--- src/rtl/adc_frame_pkg.sv ---
// Shared definitions for the ADC frame packer: state encoding, sync-byte defaults
// and frame-length helpers.
package adc_frame_pkg;

    typedef enum logic [2:0] {
        S_IDLE,
        S_HDR0,
        S_HDR1,
        S_SEQ,
        S_DATA,
        S_CSUM
    } state_t;

    localparam logic [7:0] HDR0_DEFAULT   = 8'hAA;
    localparam logic [7:0] HDR1_DEFAULT   = 8'h55;
    localparam int         NUM_CH_DEFAULT = 16;

    // Two sync bytes, sequence byte, two bytes per channel, checksum byte.
    function automatic int frame_len(input int num_ch);
        return 2 * num_ch + 4;
    endfunction

    localparam int FRAME_LEN_DEFAULT = 2 * NUM_CH_DEFAULT + 4;

endpackage

--- src/rtl/adc_frame_packer.sv ---
// Packs one snapshot of NUM_CH 16-bit ADC channels into a sync/sequence/data/checksum
// byte frame offered to a UART transmitter over a valid/ready byte handshake.
module adc_frame_packer
    import adc_frame_pkg::*;
#(
    parameter int         NUM_CH = NUM_CH_DEFAULT,
    parameter logic [7:0] HDR0   = HDR0_DEFAULT,
    parameter logic [7:0] HDR1   = HDR1_DEFAULT
) (
    input  logic                   CLK_50M,
    input  logic                   RESET_n,
    input  logic                   SAMPLE_STB,
    input  logic [16*NUM_CH-1:0]   DATA_IN,
    output logic [7:0]             TX_DATA,
    output logic                   TX_VALID,
    input  logic                   TX_READY,
    output logic                   BUSY,
    output logic [7:0]             DROP_CNT
);

    localparam int                IDX_W    = (2 * NUM_CH > 1) ? $clog2(2 * NUM_CH) : 1;
    localparam logic [IDX_W-1:0]  LAST_IDX = IDX_W'(2 * NUM_CH - 1);
    localparam logic [IDX_W-1:0]  IDX_ONE  = IDX_W'(1);

    state_t                     state;
    state_t                     state_nxt;
    logic [2*NUM_CH-1:0][7:0]   snapshot;
    logic [IDX_W-1:0]           idx;
    logic [7:0]                 seq;
    logic [7:0]                 csum;
    logic [7:0]                 drop_cnt;
    logic [7:0]                 data_byte;
    logic                       accept;
    logic                       capture;

    assign accept   = (state != S_IDLE) && TX_READY;
    assign capture  = (state == S_IDLE) && SAMPLE_STB;
    assign BUSY     = (state != S_IDLE);
    assign DROP_CNT = drop_cnt;

    always_ff @(posedge CLK_50M or negedge RESET_n) begin
        if (!RESET_n) begin
            state <= S_IDLE;
        end else begin
            state <= state_nxt;
        end
    end

    // Snapshot bytes are stored LSB-first per channel, so flipping the index LSB
    // yields MSB-then-LSB transmit order.
    always_comb begin
        state_nxt = state;
        TX_VALID  = 1'b1;
        TX_DATA   = 8'h00;
        data_byte = snapshot[idx ^ IDX_ONE];
        case (state)
            S_IDLE: begin
                TX_VALID = 1'b0;
                if (SAMPLE_STB) state_nxt = S_HDR0;
            end
            S_HDR0: begin
                TX_DATA = HDR0;
                if (accept) state_nxt = S_HDR1;
            end
            S_HDR1: begin
                TX_DATA = HDR1;
                if (accept) state_nxt = S_SEQ;
            end
            S_SEQ: begin
                TX_DATA = seq;
                if (accept) state_nxt = S_DATA;
            end
            S_DATA: begin
                TX_DATA = data_byte;
                if (accept && idx == LAST_IDX) state_nxt = S_CSUM;
            end
            S_CSUM: begin
                TX_DATA = csum;
                if (accept) state_nxt = S_IDLE;
            end
            default: begin
                TX_VALID  = 1'b0;
                state_nxt = S_IDLE;
            end
        endcase
    end

    always_ff @(posedge CLK_50M or negedge RESET_n) begin
        if (!RESET_n) begin
            seq      <= 8'h00;
            idx      <= '0;
            csum     <= 8'h00;
            drop_cnt <= 8'h00;
        end else begin
            if (SAMPLE_STB && state != S_IDLE && drop_cnt != 8'hFF) begin
                drop_cnt <= drop_cnt + 8'd1;
            end
            if (capture) begin
                csum <= 8'h00;
            end
            if (accept) begin
                case (state)
                    S_SEQ: begin
                        csum <= csum + seq;
                        idx  <= '0;
                    end
                    S_DATA: begin
                        csum <= csum + data_byte;
                        idx  <= (idx == LAST_IDX) ? '0 : idx + IDX_ONE;
                    end
                    S_CSUM:  seq <= seq + 8'd1;
                    default: ;
                endcase
            end
        end
    end

    // Snapshot is don't-care while idle, so it carries no reset.
    always_ff @(posedge CLK_50M) begin
        if (capture) begin
            snapshot <= DATA_IN;
        end
    end

endmodule

--- config.mk ---
export PLATFORM = sky130hd
export DESIGN_NAME = adc_frame_packer
export DESIGN_NICKNAME = d
export VERILOG_FILES = /design/src/rtl/adc_frame_pkg.sv /design/src/rtl/adc_frame_packer.sv
export SDC_FILE = /design/constraint.sdc
export NUM_CORES = 1
export LEC_CHECK = 0
export BUFFER_PORTS_ARGS = -buffer_cell sky130_fd_sc_hd__buf_2
export CORE_AREA = 5 5 168 170
export CTS_CLUSTER_DIAMETER = 120
export CTS_CLUSTER_SIZE = 40
export DETAILED_ROUTE_END_ITERATION = 6
export DIE_AREA = 0 0 173 175
export GPL_TIMING_DRIVEN = 0
export PLACE_DENSITY_LB_ADDON = 0.3
export SYNTH_ARGS = -nofsm -noshare
export SYNTH_HDL_FRONTEND = slang
export SYNTH_SLANG_ARGS = --single-unit
--- constraint.sdc ---
create_clock -name CLK_50M -period 6.9 [get_ports CLK_50M]
set_clock_uncertainty 0.2 [all_clocks]
set_input_delay 1.035 -clock CLK_50M [delete_from_list [all_inputs] [get_ports CLK_50M]]
set_output_delay 1.035 -clock CLK_50M [all_outputs]
set_load 0.05 [all_outputs]
==> results.py, run 1 <==
metrics = {
    "outcome": {
        "status": "finished clean",
    },
    "drt": {
        "vias": 6512,
        "routed.top_layer": "met5",
        "viasPerCell": 5.19,
        "drt-wirelength-per-cell_um": 21.0,
        "ant_nets": 0,
        "wl_met1_mm": 10.7,
        "dr_wl_met2_mm": 13.9,
        "wl_mm": 26.3,
        "dr.pass1.iters": 4,
        "wl_met3_mm": 1.30,
        "drt_iter0_drc": 445,
        "remaining_drc_errors": 0,
    },
    "grt": {
        "grt_usage": 0.172,
        "grt_remaining_overflow": 0,
        "grt_max_degree": 48,
        "grt_pass1_wl_mm": 40.4,
        "grt_pass1_vias": 7003,
        "antenna_found_initial": 6,
    },
    "synthesis": {
        "synth-async-reset-ratio": 0.111,
        "synthCells": 611,
        "synth_area_um2": 11700,
        "synth.distinct_cells": 51,
        "avgSynthCellArea_um2": 19.2,
        "synth-seq-area-share": 0.723,
        "yosys_warnings": 0,
        "ys.flop_type": "edfxtp_1",
        "synth_edf_count": 256,
        "synth_fp_nets": 883,
        "ys_ff_latch": 288,
    },
    "setup_path": {
        "critPathKind": "reg -> reg",
        "r2r-end": "csum[7]",
        "crit_fanout": 10,
        "cp-endpoint": "csum[7]",
        "critPathLaunch": "idx[1]",
        "r2r_setup_slack_ns": 2.18,
        "arrival_ns": 4.93,
        "cpMaxStageDelayCell": "buf_1",
        "crit_buf_inv": 2,
        "slowest_delay_ns": 0.62,
        "crit_family": "compound AO/OA/AOI/OAI gates",
        "crit_chain": "buf_2, buf_1, mux4_2, mux4_2, nand2_1, a21oi_1, a21o_1, ha_1, a21o_1, a21oi_1, o21ai_0, a31oi_1, nand2_1, o221a_2, a32o_1",
        "cp-start-kind": "flop",
        "cp.required_ns": 7.11,
        "reg2reg_depth": 15,
        "worstSetupEndpointType": "flop",
        "rr_startpoint": "idx[1]",
        "cp.depth": 15,
    },
    "clocking": {
        "root_buffer": "clkbuf_16",
        "postCtsSetupRepairBufs": 0,
        "cts_max_level": 1,
        "clock-sinks": 288,
        "cts_resized": 0,
        "numCtsBuffers": 11,
        "cts_tree": "done",
        "path_clk_slew_ns": 0.14,
        "clk_path_buf_depth": 3,
        "holdBufCountCts": 0,
        "worstSkewPairLatency_ns": 0.50,
    },
    "place": {
        "dp_hpwl_mm": 19.9,
        "io_buffers": 277,
        "gp_congestion": 0.816,
    },
    "timing": {
        "setup_viol": 0,
        "drv_slew": 0,
        "worst_pin_slew_ns": 0.770,
        "finalCritPeriodShare": 0.684,
        "relSlewSlack": 0.487,
        "hold_slack_ns": 0.297,
        "fin_crit_ns": 4.72,
        "fmax_mhz": 212,
        "final_hold_viol_count": 0,
        "rsz0062_at_grt": "false",
    },
    "floorplanning": {
        "core_um2": 26600,
        "start_util": 0.442,
        "ios": 278,
        "dieArea_um2": 30300,
        "die_h_um": 175,
        "fp-row-count": 60,
        "die_w_um": 173,
    },
    "pwr": {
        "leakagePower_uw": 0.00526,
        "power.density_nw_per_um2": 380,
        "peakVddDrop_mv": 0.267,
        "p_total_uw": 5330,
    },
    "finish": {
        "drive_gt1_frac": 0.436,
        "synthToLayoutAreaGrowth_pct": 19.5,
        "finalNetCount": 1179,
        "final_cell_mix": "buf_2, edfxtp_1, mux4_2",
        "final_common_cell": "buf_2",
    },
    "job": {
        "max-cap-violations": 0,
    },
    "min_path": {
        "min_path_type": "reg -> reg",
    },
}
[cells by family after synthesis]
| logic type | synth area share |
|---|---|
| AO/OA/AOI/OAI | 0.0387 |
| XOR/XNOR | 0.0149 |
| adder cells (fa/ha/maj) | 0.0134 |
| buffers and inverters | 0.0180 |
| flip-flops | 0.723 |
| multiplexers | 0.155 |
| AND/OR/NAND/NOR | 0.0373 |
[Yosys cell counts, types with 5 or more instances]
library cell	number	area, um^2
edfxtp_1	256	7690
mux4_2	72	1620
dfrtp_1	32	801
nand2_1	29	109
nor2_1	17	63.8
o21ai_0	16	80.1
mux2i_1	14	140
nand3_1	14	70.1
a21oi_1	12	60.1
ha_1	11	138
inv_1	11	41.3
xor2_1	11	96.3
a21o_1	10	75.1
buf_2	10	50.1
clkbuf_1	10	37.5
xnor2_1	9	78.8
nor2b_1	7	43.8
and3_1	6	37.5
mux2_2	5	56.3
nand2b_1	5	31.3
o22ai_1	5	31.3
[layer usage]
layer | global-route usage | vias up
met5 | 0 | -
met4 | 0.0333 | 6
met3 | 0.0305 | 23
met2 | 0.303 | 167
met1 | 0.228 | 3275
li1 | - | 3041
[worst min path at each step]
| stage | from | end | slack, ns | cells past startpoint |
|---|---|---|---|---|
| 2_1_floorplan | seq[5] | seq[5] | 0.28 | 1 |
| 3_3_place_gp | DROP_CNT[6] | DROP_CNT[6] | 0.28 | 1 |
| 3_5_place_dp | DROP_CNT[6] | DROP_CNT[6] | 0.28 | 1 |
| 4_1_cts | DROP_CNT[6] | DROP_CNT[6] | 0.30 | 1 |
| 5_1_grt | DROP_CNT[6] | DROP_CNT[6] | 0.32 | 1 |
| 6_report | DROP_CNT[6] | DROP_CNT[6] | 0.30 | 1 |
[state kept, by name (all words and copies together), names as in the netlist]
name / cells
snapshot: 256
seq: 8
idx: 5
DROP_CNT: 8
state: 3
csum: 8
[report_power, final]
part / internal [uW] / total (uW) / switching (uW)
sequential: 2390 / 2520 / 132
clock: 330 / 835 / 505
combinational: 845 / 1980 / 1130
[final cells by class]
type	instances	area (um^2)
Antenna cell	3	7.51
Buffer	28	159
Clock buffer	14	308
Clock inverter	2	33.8
Fill cell	2232	12500
Inverter	14	56.3
Multi-Input combinational cell	281	3040
Sequential cell	288	8490
Tap cell	341	427
Timing Repair Buffer	283	1510
[through the flow]
stage                     cells  utilization  cell area (um^2)  TNS [ns]  setup slack (ns)
after floorplan             611            -             11700         0              1.19
after global placement     1229        0.510             13600   -178.57            -0.711
after detailed placement   1235        0.515             13700         0              2.21
after CTS                  1251        0.528             14000         0              2.17
after global routing       1254        0.528             14000         0              1.92
final                      1254        0.528             14000         0              2.18
No activity file was read; power rests on OpenSTA's default activity.
==> run 2, diff against run 1 <==
==> constraint.sdc (replaced) <==
create_clock -name CLK_50M -period 4.6 [get_ports CLK_50M]
set_clock_uncertainty 0.2 [all_clocks]
set_input_delay 0.69 -clock CLK_50M [delete_from_list [all_inputs] [get_ports CLK_50M]]
set_output_delay 0.69 -clock CLK_50M [all_outputs]
set_load 0.05 [all_outputs]
==> run 2 against run 1 <==
Global-route usage decreased by 0.17 points; count of clock-buffer cells in the layout decreased by 1; sequential share of layout area decreased by 0.19 points; fmax increased by 7.9%; via count increased by 0.51%; critical path type unchanged; worst setup slack got worse by 2.0 ns; core utilization increased by 0.17 points; die area unchanged; combinational power increased by 52%; hold slack got worse by 0.26 ns; sequential power increased by 50%.
==> results.py, run 2 (synthesis gave the netlist of run 1 again) <==
metrics = {
    "clocking": {
        "worstSkewPairLatency_ns": 0.50,
        "clk_path_buf_depth": 3,
        "cts_tree": "done",
        "cts_max_level": 1,
        "root_buffer": "clkbuf_16",
        "numCtsBuffers": 11,
        "clock-sinks": 288,
        "path_clk_slew_ns": 0.14,
    },
    "setup_path": {
        "worstSetupEndpointType": "flop",
        "slowest_delay_ns": 0.64,
        "rr_startpoint": "idx[3]",
        "r2r-end": "csum[7]",
        "cp.required_ns": 4.81,
        "crit_chain": "clkbuf_1, clkbuf_2, mux4_2, nand2_1, a21oi_1, a21o_1, ha_1, a21o_1, a21oi_1, o21ai_0, a31oi_2, nand2_1, o221a_2, a32o_1",
        "reg2reg_depth": 14,
        "cpMaxStageDelayCell": "clkbuf_1",
        "arrival_ns": 4.58,
        "r2r_setup_slack_ns": 0.23,
        "crit_fanout": 10,
        "critPathKind": "reg -> reg",
        "cp-start-kind": "flop",
    },
    "drt": {
        "remaining_drc_errors": 0,
        "viasPerCell": 5.22,
        "wl_mm": 26.2,
        "drt_iter0_drc": 382,
        "drt-wirelength-per-cell_um": 20.9,
        "ant_nets": 0,
        "vias": 6545,
        "dr.pass1.iters": 4,
    },
    "finish": {
        "finalNetCount": 1180,
        "synthToLayoutAreaGrowth_pct": 19.9,
        "final_common_cell": "buf_2",
        "drive_gt1_frac": 0.445,
        "largest_register_ffs": 256,
        "regMostFlops": "snapshot",
        "nFillCells": 2213,
        "stdcell_count": 1253,
        "final_cell_mix": "buf_2, edfxtp_1, mux4_2",
    },
    "timing": {
        "rsz0062_at_grt": "false",
        "finalCritPeriodShare": 0.951,
        "relSlewSlack": 0.440,
        "final_hold_viol_count": 0,
        "drv_slew": 0,
        "fin_crit_ns": 4.37,
        "fmax_mhz": 229,
        "setup_viol": 0,
        "worst_pin_slew_ns": 0.840,
    },
    "min_path": {
        "min_path_type": "in -> async",
    },
    "grt": {
        "grt_usage": 0.170,
        "grt_max_degree": 48,
        "grt_pass1_wl_mm": 40.1,
        "antenna_found_initial": 5,
        "grt_remaining_overflow": 0,
        "grt_pass1_vias": 6934,
    },
    "floorplanning": {
        "die_h_um": 175,
        "dieArea_um2": 30300,
        "fp-row-count": 60,
        "ios": 278,
        "die_w_um": 173,
        "core_um2": 26600,
        "start_util": 0.442,
    },
    "pwr": {
        "p_total_uw": 8010,
        "power.density_nw_per_um2": 569,
        "clockPowerShare": 0.153,
        "p_sw_uw": 2660,
        "p_seq_frac": 0.472,
        "leakagePower_uw": 0.00528,
        "peakVddDrop_mv": 0.346,
        "switching_share": 0.333,
        "power.internal_uw": 5340,
        "power_frac_comb": 0.375,
    },
    "place": {
        "io_buffers": 277,
        "place_inst": 1235,
        "dp_hpwl_mm": 19.9,
        "gp_congestion": 0.808,
    },
    "job": {
        "max-cap-violations": 0,
    },
    "outcome": {
        "status": "finished clean",
    },
}
-- run 2: cell count changes in the layout (fill, tap and decap cells not counted), sizes merged --
cell	previous run	this run
diode	3	2
-- run 2: worst max path at each step --
| stage | from | depth (start not counted) | end | slack [ns] |
|---|---|---|---|---|
| 3_5_place_dp | idx[1] | 15 | csum[7] | -0.09 |
| 2_1_floorplan | SAMPLE_STB | 2 | snapshot[0] | -0.57 |
| 4_1_cts | idx[0] | 15 | csum[7] | 0.003 |
| 5_1_grt | idx[1] | 16 | csum[7] | 0.002 |
| 6_report | idx[3] | 14 | csum[7] | 0.23 |
| 3_3_place_gp | SAMPLE_STB | 3 | snapshot[81] | -2.35 |
-- run 2: area by class of cell --
type | instances | area (um^2) | area share
multi-input cells | 281 | 3070 | 0.218
clock buffers | 13 | 283 | 0.0201
diodes | 2 | 5.00 | 0.000356
clock inverters | 2 | 38.8 | 0.00276
inverters | 14 | 58.8 | 0.00418
well taps | 341 | 427 | 0.0303
flip-flops and latches | 288 | 8490 | 0.603
repair buffers | 284 | 1510 | 0.108
plain buffers | 28 | 189 | 0.0134
-- run 2: critical path, delay by kind of cell (launching register included) --
kind	cells	cell delay, ns
compound gates	8	1.60
mux	1	0.42
flops	1	0.38
simple gates	2	0.23
buf+inv	2	1.11
fa+ha+maj	1	0.32
-- run 2: per-layer routing --
layer | vias up | track usage | wire length [um]
met3 | 29 | 0.0270 | 1350
met5 | - | 0 | 28
li1 | 3039 | - | -
met4 | 6 | 0.0359 | 481
met1 | 3274 | 0.227 | 10500
met2 | 197 | 0.300 | 13800
-- run 2: power groups by stage --
stage / sequential, uW / clock [uW] / combinational, uW
6_report: 3780 / 1220 / 3010
5_1_grt: 3840 / 1360 / 3250
4_1_cts: 3780 / 1260 / 3040
3_5_place_dp: 3840 / 0 / 3030
3_3_place_gp: 3990 / 0 / 2910
2_1_floorplan: 3980 / 0 / 2080
-- run 2: timing repair --
action / CTS / global route
gates cloned: 0 / 0
endpoints found under the setup margin: 1 / 1
hold endpoints to repair: 0 / 0
resized for setup: 4 / 11
pin swaps: 0 / 1
hold buffers: 0 / 0
setup buffers: 0 / 1
-- run 2: through the flow --
| step | hold slack [ns] | util | setup WS, ns | area (um^2) | setup TNS [ns] |
|---|---|---|---|---|---|
| 2_1_floorplan | 0.194 | - | -0.573 | 11800 | -146.98 |
| 3_3_place_gp | 0.289 | 0.511 | -2.35 | 13600 | -599.44 |
| 3_5_place_dp | 0.290 | 0.516 | -0.0856 | 13700 | -0.0856 |
| 4_1_cts | 0.0587 | 0.528 | 0.00290 | 14000 | 0 |
| 5_1_grt | 0.0884 | 0.530 | 0.00183 | 14100 | 0 |
| 6_report | 0.0405 | 0.530 | 0.228 | 14100 | 0 |
